$ cat src/rtl/pci_pkg.sv
// +----------------------------------------------------------------------------+
// | Module      : pci_pkg                                                      |
// | Description : Shared definitions for the PCI model. Holds the arbiter      |
// |               state encoding, the device address map, the C/BE# command    |
// |               codes and the reference DATA/BE patterns used by the devices |
// |               and the bench.                                               |
// | Revision    : 1.0 - initial release                                        |
// +----------------------------------------------------------------------------+
`default_nettype none

package pci_pkg;

  // Arbiter state encoding, explicit 2-bit width.
  typedef enum logic [1:0] {
    ST_IDLE       = 2'd0,
    ST_GRANTED    = 2'd1,
    ST_BUSY       = 2'd2,
    ST_TURNAROUND = 2'd3
  } arb_state_e;

  // Base addresses of the three model devices (A, B, C).
  localparam logic [31:0] c_dev_a_addr = 32'h0000_1000;
  localparam logic [31:0] c_dev_b_addr = 32'h0000_2000;
  localparam logic [31:0] c_dev_c_addr = 32'h0000_3000;

  // C/BE# bus command codes driven during the address phase.
  localparam logic [3:0] c_cmd_io_read   = 4'b0010;
  localparam logic [3:0] c_cmd_io_write  = 4'b0011;
  localparam logic [3:0] c_cmd_mem_read  = 4'b0110;
  localparam logic [3:0] c_cmd_mem_write = 4'b0111;
  localparam logic [3:0] c_cmd_cfg_read  = 4'b1010;
  localparam logic [3:0] c_cmd_cfg_write = 4'b1011;

  // Reference data patterns and byte enables (BE# is active low).
  localparam logic [31:0] c_data_0  = 32'hA5A5_5A5A;
  localparam logic [31:0] c_data_1  = 32'h1234_5678;
  localparam logic [3:0]  c_be_all  = 4'b0000;
  localparam logic [3:0]  c_be_low2 = 4'b1100;

endpackage : pci_pkg

`default_nettype wire

$ cat src/rtl/pci_rr_picker.sv
// +----------------------------------------------------------------------------+
// | Module      : pci_rr_picker                                                |
// | Description : Combinational rotating-priority encoder. Scans requesters    |
// |               starting one past the last owner and wrapping N_DEV-1 -> 0.  |
// | Ports       : req_i        - request vector, active HIGH                   |
// |               last_owner_i - index of the previous winner                  |
// |               winner_o     - index of the selected requester               |
// |               found_o      - high when at least one request is present     |
// | Revision    : 1.0 - initial release                                        |
// +----------------------------------------------------------------------------+
`default_nettype none

module pci_rr_picker #(
  parameter int N_DEV = 3,
  parameter int IW    = (N_DEV > 1) ? $clog2(N_DEV) : 1
) (
  input  logic [N_DEV-1:0] req_i,
  input  logic [IW-1:0]    last_owner_i,
  output logic [IW-1:0]    winner_o,
  output logic             found_o
);

  int idx;

  always_comb begin
    winner_o = '0;
    found_o  = 1'b0;
    idx      = 0;
    // Offset 1 first, offset N_DEV last: the previous owner ranks lowest.
    for (int i = 1; i <= N_DEV; i++) begin
      idx = (int'(last_owner_i) + i) % N_DEV;
      if (!found_o && req_i[idx]) begin
        found_o  = 1'b1;
        winner_o = IW'(idx);
      end
    end
  end

endmodule : pci_rr_picker

`default_nettype wire

$ cat src/rtl/pci_arbiter.sv
// +----------------------------------------------------------------------------+
// | Module      : pci_arbiter                                                  |
// | Description : Central round-robin PCI bus arbiter. Grants one device at a  |
// |               time while the bus is idle, withdraws the grant once FRAME#  |
// |               is seen, the request drops, or the grantee stalls too long,  |
// |               and enforces one turnaround cycle between transactions.      |
// | Ports       : clk, rst     - clock, asynchronous active-high reset         |
// |               REQ          - per-device request, active LOW               |
// |               FRAME, IRDY  - shared bus activity lines, active LOW        |
// |               GNT          - per-device grant, active LOW, registered     |
// |               OWNER        - index of current/last grantee                |
// |               OWNER_VALID  - high while a device is granted or bus busy   |
// | Revision    : 1.0 - initial release                                        |
// +----------------------------------------------------------------------------+
`default_nettype none

module pci_arbiter
  import pci_pkg::*;
#(
  parameter int N_DEV       = 3,
  parameter int GNT_TIMEOUT = 16
) (
  input  logic                     clk,
  input  logic                     rst,
  input  logic [N_DEV-1:0]         REQ,
  input  logic                     FRAME,
  input  logic                     IRDY,
  output logic [N_DEV-1:0]         GNT,
  output logic [$clog2(N_DEV)-1:0] OWNER,
  output logic                     OWNER_VALID
);

  localparam int OW = $clog2(N_DEV);
  localparam int CW = $clog2(GNT_TIMEOUT + 1);

  localparam logic [OW-1:0] c_owner_rst = OW'(N_DEV - 1);
  localparam logic [CW-1:0] c_cnt_last  = CW'(GNT_TIMEOUT - 1);
  localparam logic [CW-1:0] c_cnt_max   = '1;

  arb_state_e       state_q, state_d;
  logic [N_DEV-1:0] gnt_q, gnt_d;
  logic [OW-1:0]    owner_q, owner_d;
  logic [CW-1:0]    cnt_q, cnt_d;
  logic             owner_valid_q, owner_valid_d;

  logic             bus_idle;
  logic [OW-1:0]    winner;
  logic             found;

  assign bus_idle = FRAME && IRDY;

  // OWNER doubles as last_owner: it always holds the most recent grantee.
  pci_rr_picker #(
    .N_DEV (N_DEV),
    .IW    (OW)
  ) u_picker (
    .req_i        (~REQ),
    .last_owner_i (owner_q),
    .winner_o     (winner),
    .found_o      (found)
  );

  always_ff @(posedge clk or posedge rst) begin
    if (rst) begin
      state_q       <= ST_IDLE;
      gnt_q         <= '1;
      owner_q       <= c_owner_rst;
      cnt_q         <= '0;
      owner_valid_q <= 1'b0;
    end else begin
      state_q       <= state_d;
      gnt_q         <= gnt_d;
      owner_q       <= owner_d;
      cnt_q         <= cnt_d;
      owner_valid_q <= owner_valid_d;
    end
  end

  always_comb begin
    state_d = state_q;
    gnt_d   = '1;
    owner_d = owner_q;
    cnt_d   = cnt_q;

    case (state_q)
      ST_IDLE: begin
        // A busy bus here means a foreign or stale master; wait it out.
        if (found && bus_idle) begin
          state_d       = ST_GRANTED;
          gnt_d[winner] = 1'b0;
          owner_d       = winner;
          cnt_d         = '0;
        end
      end

      ST_GRANTED: begin
        gnt_d[owner_q] = 1'b0;
        if (!FRAME) begin
          // Mastership is latched by the device on the GNT edge, so the
          // grant can be dropped as soon as the transaction starts.
          state_d = ST_BUSY;
          gnt_d   = '1;
        end else if (REQ[owner_q]) begin
          state_d = ST_IDLE;
          gnt_d   = '1;
        end else if (cnt_q == c_cnt_last) begin
          // owner_q is kept, so the staller drops to lowest priority.
          state_d = ST_IDLE;
          gnt_d   = '1;
        end else if (cnt_q != c_cnt_max) begin
          cnt_d = cnt_q + 1'b1;
        end
      end

      ST_BUSY: begin
        if (bus_idle) begin
          state_d = ST_TURNAROUND;
        end
      end

      ST_TURNAROUND: begin
        state_d = ST_IDLE;
      end

      default: begin
        state_d = ST_IDLE;
      end
    endcase

    owner_valid_d = (state_d == ST_GRANTED) || (state_d == ST_BUSY);
  end

  assign GNT         = gnt_q;
  assign OWNER       = owner_q;
  assign OWNER_VALID = owner_valid_q;

endmodule : pci_arbiter

`default_nettype wire

$ cat config.mk
export PLATFORM = sky130hd
export DESIGN_NAME = pci_arbiter
export DESIGN_NICKNAME = d
export VERILOG_FILES = /design/src/rtl/pci_pkg.sv /design/src/rtl/pci_rr_picker.sv /design/src/rtl/pci_arbiter.sv
export SDC_FILE = /design/constraint.sdc
export NUM_CORES = 1
export LEC_CHECK = 0
export BUFFER_PORTS_ARGS = -buffer_cell sky130_fd_sc_hd__buf_2
export CAP_MARGIN = 25
export CORE_AREA = 2 2 48 50
export DETAILED_ROUTE_END_ITERATION = 10
export DIE_AREA = 0 0 50 52
export PLACE_DENSITY_LB_ADDON = 0.05
export REMOVE_ABC_BUFFERS = 1
export SYNTH_ARGS = -nofsm -noshare
export SYNTH_HDL_FRONTEND = slang
export SYNTH_HIERARCHICAL = 1
export SYNTH_SLANG_ARGS = --single-unit
$ cat constraint.sdc
create_clock -name clk -period 4 [get_ports clk]
set_clock_uncertainty 0.2 [all_clocks]
set_input_delay 0.8 -clock clk [delete_from_list [all_inputs] [get_ports clk]]
set_output_delay 0.8 -clock clk [all_outputs]
set_load 0.03 [all_outputs]
# Yosys cells after proc, flatten, opt, wreduce, memory -nomap -nowiden
# Cells that the tools add are included.
dict set report word_totals {
  word_cells 85
  reg_bits 13
  input_bits 7
  output_inout_bits 6
}
dict set report classes {
  eq_ne 12
  n_lt_le_gt_ge 7
  bitwise 3
  reduce_logical 13
  muxes 38
  div 3
  n_addsub 4
}
# cell count
set op_table {}
lappend op_table {{$lt A32 B4 Y1 const B} 3}
lappend op_table {{$mod A32 B3 Y32 const B} 3}
lappend op_table {{$mux W5} 5}
lappend op_table {{$mux W2} 8}
lappend op_table {{$mux W1} 12}
lappend op_table {{$mux W3} 4}
lappend op_table {{$ne A2 B2 Y1 const B} 5}
lappend op_table {{$pmux W5 S2} 1}
lappend op_table {{$not A3 Y3} 3}
lappend op_table {{$bmux W1 S2} 4}
lappend op_table {{$pmux W2 S4} 1}
lappend op_table {{$add A2 B2 Y3 const B} 2}
lappend op_table {{$eq A2 B2 Y1 const B} 3}
lappend op_table {{$logic_and A1 B1 Y1} 6}
lappend op_table {{$lt A2 B3 Y1 const B} 2}
lappend op_table {{$pmux W3 S2} 1}
lappend op_table {{$reduce_and A6 Y1} 1}
lappend op_table {{$add A5 B1 Y5 const B} 1}
lappend op_table {{$eq A5 B4 Y1 const B} 1}
lappend op_table {{$ne A5 B5 Y1 const B} 1}
lappend op_table {{$demux W1 S2} 2}
lappend op_table {{$eq A2 B1 Y1 const B} 2}
lappend op_table {{$ge A2 B1 Y1 const B} 2}
lappend op_table {{$add A2 B1 Y3 const B} 1}
lappend op_table {{other kinds (5)} 6}

# Logic depth before layout (Yosys ltp)
# Gate-level depths: netlist (run 1).
dict set report logic_depth {
  word_depth 19
  ltp_mapped 9
  ltp_nobuf 8
}

# Hierarchy
# The synthesis (run 1) kept the hierarchy.
# mod seq_area_each_um2 area_per_inst_um2 n_inst cells_each
set by_module_without_submodules {}
lappend by_module_without_submodules {pci_arbiter 330.3 749.5 1 77}
lappend by_module_without_submodules {pci_rr_picker 0.0 131.4 1 20}

# Worst setup path before layout (run 1)
# No wires, ideal clock.
dict set report synth_timing {
  kind {register to register}
  start {register owner_q[0], in the netlist OWNER[0]}
  end {register cnt_q[2]}
  path_stages_with_launch 9
  t_arrival_ps 2226
  path_buffers 1
  setup_time_ps 68
  path_slack_ps 1506
  synth_period_minus_slack_ps 2494
  required_time_ps 3732
  path_cell_list {dfrtp_1 -> inv_1 -> ha_1 -> maj3_2 -> a21oi_1 -> nand3_2 -> buf_2 -> a2111o_1 -> nand3_1}
}
dict set report synth_between {
  elab_chain_len 15
  elab_cells_between_ends 28
  classes_between {add/sub (3); div (3); eq/ne (2); mux (14); reduce/logical (6)}
}
# item line_no
set synth_lines {}
lappend synth_lines {{from (decl)} pci_arbiter.sv:42} ;# logic [OW-1:0] owner_q, owner_d;
lappend synth_lines {{from (signal assigned)} pci_arbiter.sv:67} ;# owner_q <= c_owner_rst;
lappend synth_lines {{from (signal assigned)} pci_arbiter.sv:73} ;# owner_q <= owner_d;
lappend synth_lines {{$add A2 B1 Y3} pci_rr_picker.sv:31} ;# idx = (int'(last_owner_i) + i) % N_DEV;
lappend synth_lines {{$mod A32 B3 Y32} pci_rr_picker.sv:31}
lappend synth_lines {{$bmux W1 S2} pci_rr_picker.sv:32} ;# if (!found_o && req_i[idx]) begin
lappend synth_lines {{$mux W1 (not written as such) (2 in a row)} pci_rr_picker.sv:32}
lappend synth_lines {{$mux W1} pci_rr_picker.sv:32}
lappend synth_lines {{$logic_not A1 Y1} pci_rr_picker.sv:32}
lappend synth_lines {{$logic_and A1 B1 Y1} pci_rr_picker.sv:32}
lappend synth_lines {{$mux W1} pci_rr_picker.sv:32}
lappend synth_lines {{$logic_not A1 Y1} pci_rr_picker.sv:32}
lappend synth_lines {{$logic_and A1 B1 Y1} pci_rr_picker.sv:32}
lappend synth_lines {{$mux W1 *} pci_rr_picker.sv:32}
lappend synth_lines {{named net found} pci_arbiter.sv:48} ;# logic found;
lappend synth_lines {{$logic_and A1 B1 Y1 *} pci_arbiter.sv:88} ;# if (found && bus_idle) begin
lappend synth_lines {{$ne A2 B2 Y1 (no source line) *} -}
lappend synth_lines {{$reduce_and A6 Y1 (no source line) *} -}
lappend synth_lines {{to (signal assigned)} pci_arbiter.sv:74} ;# cnt_q <= cnt_d;
lappend synth_lines {{to (decl)} pci_arbiter.sv:43} ;# logic [CW-1:0] cnt_q, cnt_d;
# Mark *: on every way through the listed nets, which the timed path passes. The rest lies on a longest branch. The select of a mux whose other input is x is not followed.
# A chain may end at the register's enable or synchronous reset.

# Worst setup path after layout (run 1)
dict set report layout_timing {
  start {register owner_q[0], in the netlist OWNER[0]}
  end {register cnt_q[3]}
}
# Same word-level chain as after synthesis.

==> results.cfg, run 1 <==
[placement]
portBuffers = 12
gp_congestion = 0.794
dp_hpwl_um = 1360
dp_slack_ns = 1.51

[yosys]
ys_warn_count = 6
synthFlopType = dfrtp_1
synth_area_sq_um = 881
async_flop_share = 1.00
ys_seq_area_frac = 0.375
synth-seq-cells = 13
postSynthCellCount = 97
synth_edf_count = 0
syn_avg_cell_area_sq_um = 9.08
yosysUniqueCellTypes = 39

[clocking]
cts_resized = 0
cts_hold_buf = 0
postCtsSetupBuffers = 0
cts_tree = done
clk_latency_ns = 0.29
htreeDepth = 1
clock-sinks = 13
path_clk_slew_ns = 0.09
cts_buffers = 3
cts-root-buf = clkbuf_4
cts_buffer_depth = 2

[final_layout]
n_fill_cell = 212
diodes = 0
drive_gt1_frac = 0.245
syn2layout_area_growth_pct = 11.5
final_core_util = 0.466
seqCellArea_sq_um = 330
layout_common_cells = inv_1, buf_2, dfrtp_1
nets = 123
multi_input_area_sq_um = 485

[global_routing]
antenna_found_initial = 0
grt_pass1_vias = 731
grt-ovfl-total = 0
grt_pass1_wl_um = 3220
grt_util_all_layers = 0.168
grt_max_degree = 14

[timing]
tns_ns = 0
hold_violations = 0
finalCriticalPeriod_ns = 2.51
layout_worst_path_cycle_share = 0.626
fmax_mhz = 399
setup_ws_ns = 1.49
grt_setup_unrepaired = no
tightest_slew_ns = 0.487
slew_viol_final = 0
finalSetupViolations = 0
timing.slew.headroom = 0.675

[route]
drc_errors = 0
ant_nets = 0
drt_pass1_iterations = 4
wl_per_cell_um = 13.3
vias_per_cell = 5.36
drt_iter0_markers = 11
drt_wl_total_um = 1830
vias = 739

[power]
switching_power_uw = 297
pwr-share-seq = 0.364
swShare = 0.458
peakVddDrop_mv = 0.437
p_leak_nw = 0.436
clockPowerShare = 0.135
power_frac_comb = 0.502
power_uw = 648
power_density_nw_per_um2 = 659
p_int_uw = 351

[die]
num_rows = 17
initial_utilization = 0.418
core-area_sq_um = 2110
die_w_um = 50
ios = 13
dieArea_sq_um = 2600
fp.dieH_um = 52

[run]
drv_cap = 0

[critical_path]
r2r-start = OWNER[0]$_DFFE_PP0P_
worst-endpoint-required_ns = 4.03
crit_start = OWNER[0]$_DFFE_PP0P_
endpoint_kind = register
arrival_ns = 2.53
path_class = reg2reg
crit_fanout = 11
cp-start-kind = register

[hold_path]
hp-class = in2async

[run_status]
outcome = finished, final reports clean
-- power by group through the flow --
stage | Combinational [mW] | Clock, mW | Sequential, mW
after floorplan | 0.217 | 0 | 0.265
after global placement | 0.322 | 0 | 0.234
after detailed placement | 0.326 | 0 | 0.237
after CTS | 0.327 | 0.0897 | 0.235
after global routing | 0.367 | 0.0974 | 0.244
final | 0.325 | 0.0873 | 0.236
-- cell type report --
cell class | count | area share
Sequential cell | 13 | 0.336
Timing Repair Buffer | 12 | 0.0611
Tap cell | 28 | 0.0357
Inverter | 12 | 0.0459
Multi-Input combinational cell | 69 | 0.494
Clock buffer | 4 | 0.0268
-- sequential cells by signal (all words and copies together), names as in the netlist --
name         cells
state_q          2
GNT              3
OWNER_VALID      1
cnt_q            5
OWNER            2
-- through the flow --
step | area, sq um | hold slack (ns) | instances
detailed placement | 956 | 0.341 | 134
CTS | 982 | 0.346 | 138
finish | 982 | 0.312 | 138
global placement | 956 | 0.334 | 134
floorplan | 861 | 0.306 | 94
global route | 982 | 0.371 | 138
-- final timing paths --
kind                                        endpoint  slack [ns]  cells past startpoint
worst max-delay path            cnt_q[3]$_DFFE_PP0P_        1.49                      7
worst min-delay path            state_q[0]$_DFF_PP0_        0.31                      2
worst max register to register  cnt_q[3]$_DFFE_PP0P_        1.49                      7
worst min register to register      GNT[0]$_DFF_PP1_        0.35                      2
max in group asynchronous       OWNER[1]$_DFFE_PP1P_        2.93                      2
min in group clk                    GNT[0]$_DFF_PP1_        0.35                      2
-- layer usage --
layer | vias to the layer above | wire (um) | global-route usage
met1 | 350 | 924 | 0.217
met5 | - | 0 | 0
met4 | 0 | 45 | 0.102
met2 | 11 | 820 | 0.263
met3 | 5 | 40 | 0.0259
li1 | 373 | - | -
-- worst max-delay path: stages (launching register included) --
cell,delay (ns)
dfrtp_1,0.50
inv_1,0.08
ha_1,0.38
maj3_2,0.33
a21oi_1,0.22
nand3_2,0.24
a2111o_1,0.42
nand3_1,0.09
-- Yosys cell counts, types with 2 or more instances --
master | n | area [sq um]
dfstp_2 | 4 | 105
o21ai_0 | 6 | 30.0
mux2_2 | 2 | 22.5
nand2b_1 | 3 | 18.8
dfrtp_1 | 9 | 225
buf_4 | 2 | 15.0
a2111o_1 | 2 | 22.5
ha_1 | 5 | 62.6
nor3_1 | 2 | 10.0
a21oi_1 | 4 | 20.0
nand2_1 | 3 | 11.3
nor2b_1 | 2 | 12.5
nor2_1 | 7 | 26.3
o211ai_1 | 5 | 37.5
nand3_1 | 6 | 30.0
inv_1 | 12 | 45.0
-- kinds of logic after synthesis --
logic type / after synthesis / synth area share
buffers and inverters: 15 / 0.0738
and+or+nand+nor: 32 / 0.200
muxes: 3 / 0.0369
AOI/OAI and AO/OA: 28 / 0.230
adders and majority gates: 6 / 0.0838
DFF: 13 / 0.375
Note: power is estimated with default switching activity, not from simulation.
==> inputs of run 2 (changes only) <==
Clock period 4 ns to 2.46 ns, I/O delays scaled along.
==> results.cfg, run 2 (synthesized netlist as in run 1, its figures left out) <==
[run_status]
outcome = finished, final reports clean

[route]
drt_iter0_markers = 9
ant_nets = 0
wl_per_cell_um = 13.3
drt_pass1_iterations = 4
drt_wl_total_um = 1880
drc_errors = 0
vias = 758
vias_per_cell = 5.38

[placement]
dp_hpwl_um = 1450
portBuffers = 12
place_area_sq_um = 978
gp_congestion = 0.770

[global_routing]
grt_pass1_vias = 711
grt_pass1_wl_um = 3280
grt_util_all_layers = 0.168
grt-ovfl-total = 0
antenna_found_initial = 0
grt_max_degree = 14

[power]
power_frac_comb = 0.556
swShare = 0.448
p_int_uw = 612
power_density_nw_per_um2 = 1090
pwr-share-seq = 0.323
clockPowerShare = 0.121
peakVddDrop_mv = 0.435
switching_power_uw = 496
power_mw = 1.11
p_leak_nw = 0.452

[final_layout]
n_fill_cell = 212
design_area_sq_um = 1020
diodes = 0
syn2layout_area_growth_pct = 15.3
layout_common_cells = inv_1, buf_2, dfrtp_1
largest_reg_flops = 5
nets = 126
final_core_util = 0.482
regMostFlops = cnt_q
drive_gt1_frac = 0.274

[die]
initial_utilization = 0.418
core-area_sq_um = 2110
dieArea_sq_um = 2600
die_w_um = 50
num_rows = 17
fp.dieH_um = 52
ios = 13

[timing]
grt_setup_unrepaired = no
tightest_slew_ns = 0.508
timing.slew.headroom = 0.661
hold_violations = 0
layout_worst_path_cycle_share = 0.927
finalCriticalPeriod_ns = 2.28
fmax_mhz = 438
finalSetupViolations = 0
slew_viol_final = 0

[clocking]
cts_hold_buf = 0
path_clk_slew_ns = 0.08
cts-root-buf = clkbuf_4
cts_tree = done
clock-sinks = 13
htreeDepth = 1
cts_buffer_depth = 2
postCtsSetupBuffers = 0
cts_buffers = 3
cts_resized = 0
clk_latency_ns = 0.27

[critical_path]
critPathSlowestCell = dfstp_2
worst-endpoint-required_ns = 2.47
cp-start-kind = register
cpPeakStageDelay_ns = 0.55
path_class = reg2reg
endpoint_kind = register
cp_num_buf_inv = 1
path_cells = inv_1 > ha_1 > maj3_2 > a21oi_2 > nand3_4 > a2111o_1 > nand3_1
arrival_ns = 2.29
crit_family = compound AO/OA/AOI/OAI gates
crit_fanout = 11

[run]
drv_cap = 0

[hold_path]
hp-class = in2async
[run 2: cell types whose count changed in the layout (fill, tap and decap cells not counted)]
cell,before,now
nand3_2,1,0
a21oi_1,4,3
buf_4,0,3
nand3_4,0,1
a21oi_2,0,1
[run 2: area by class of cell]
type	instances	area [sq um]	share of cell area
multi-input combinational	69	497	0.489
sequential	13	330	0.325
timing repair buffer	15	82.6	0.0813
inverter	12	45.0	0.0443
tap	28	35.0	0.0345
clock buffer	4	26.3	0.0259
[run 2: per-layer routing]
layer  vias up  part of all wire  GRT usage
met4         0             0.015     0.0694
met2        12              0.48      0.268
met3         4             0.031     0.0345
li1        383                 -          -
met5         -                 0          0
met1       359              0.48      0.222
[run 2: power by group through the flow]
| stage | combinational (mW) | sequential, mW | clock, mW |
|---|---|---|---|
| after floorplan | 0.352 | 0.431 | 0 |
| after global placement | 0.589 | 0.358 | 0 |
| after detailed placement | 0.603 | 0.362 | 0 |
| after CTS | 0.605 | 0.359 | 0.137 |
| after global routing | 0.685 | 0.370 | 0.155 |
| final | 0.615 | 0.358 | 0.134 |
[run 2: through the flow]
| stage | hold slack, ns | cells | setup WS (ns) | TNS, ns |
|---|---|---|---|---|
| global placement | 0.345 | 137 | 0.162 | 0 |
| detailed placement | 0.342 | 137 | 0.0788 | 0 |
| CTS | 0.0530 | 141 | 0.0583 | 0 |
| floorplan | 0.166 | 94 | -0.00483 | -0.00963 |
| global route | 0.0483 | 141 | 0.0495 | 0 |
| finish | 0.0313 | 141 | 0.178 | 0 |
[run 2: worst paths after layout]
kind | startpoint | endpoint | slack, ns | cells after the start
min in group clk | FRAME | state_q[1]$_DFF_PP0_ | 0.33 | 2
worst max-delay path | OWNER[1]$_DFFE_PP1P_ | cnt_q[3]$_DFFE_PP0P_ | 0.18 | 7
max in group asynchronous | rst | OWNER[1]$_DFFE_PP1P_ | 1.67 | 2
worst max register to register | OWNER[1]$_DFFE_PP1P_ | cnt_q[3]$_DFFE_PP0P_ | 0.18 | 7
worst min register to register | cnt_q[4]$_DFFE_PP0P_ | cnt_q[4]$_DFFE_PP0P_ | 0.35 | 2
worst min-delay path | rst | OWNER_VALID$_DFF_PP0_ | 0.03 | 2
[run 2: worst register-to-register path, stage by stage, from the launching register on]
cell and delay, ns:
dfstp_2 0.55, inv_1 0.05, ha_1 0.23, maj3_2 0.32, a21oi_2 0.21, nand3_4 0.17, a2111o_1 0.40, nand3_1 0.09
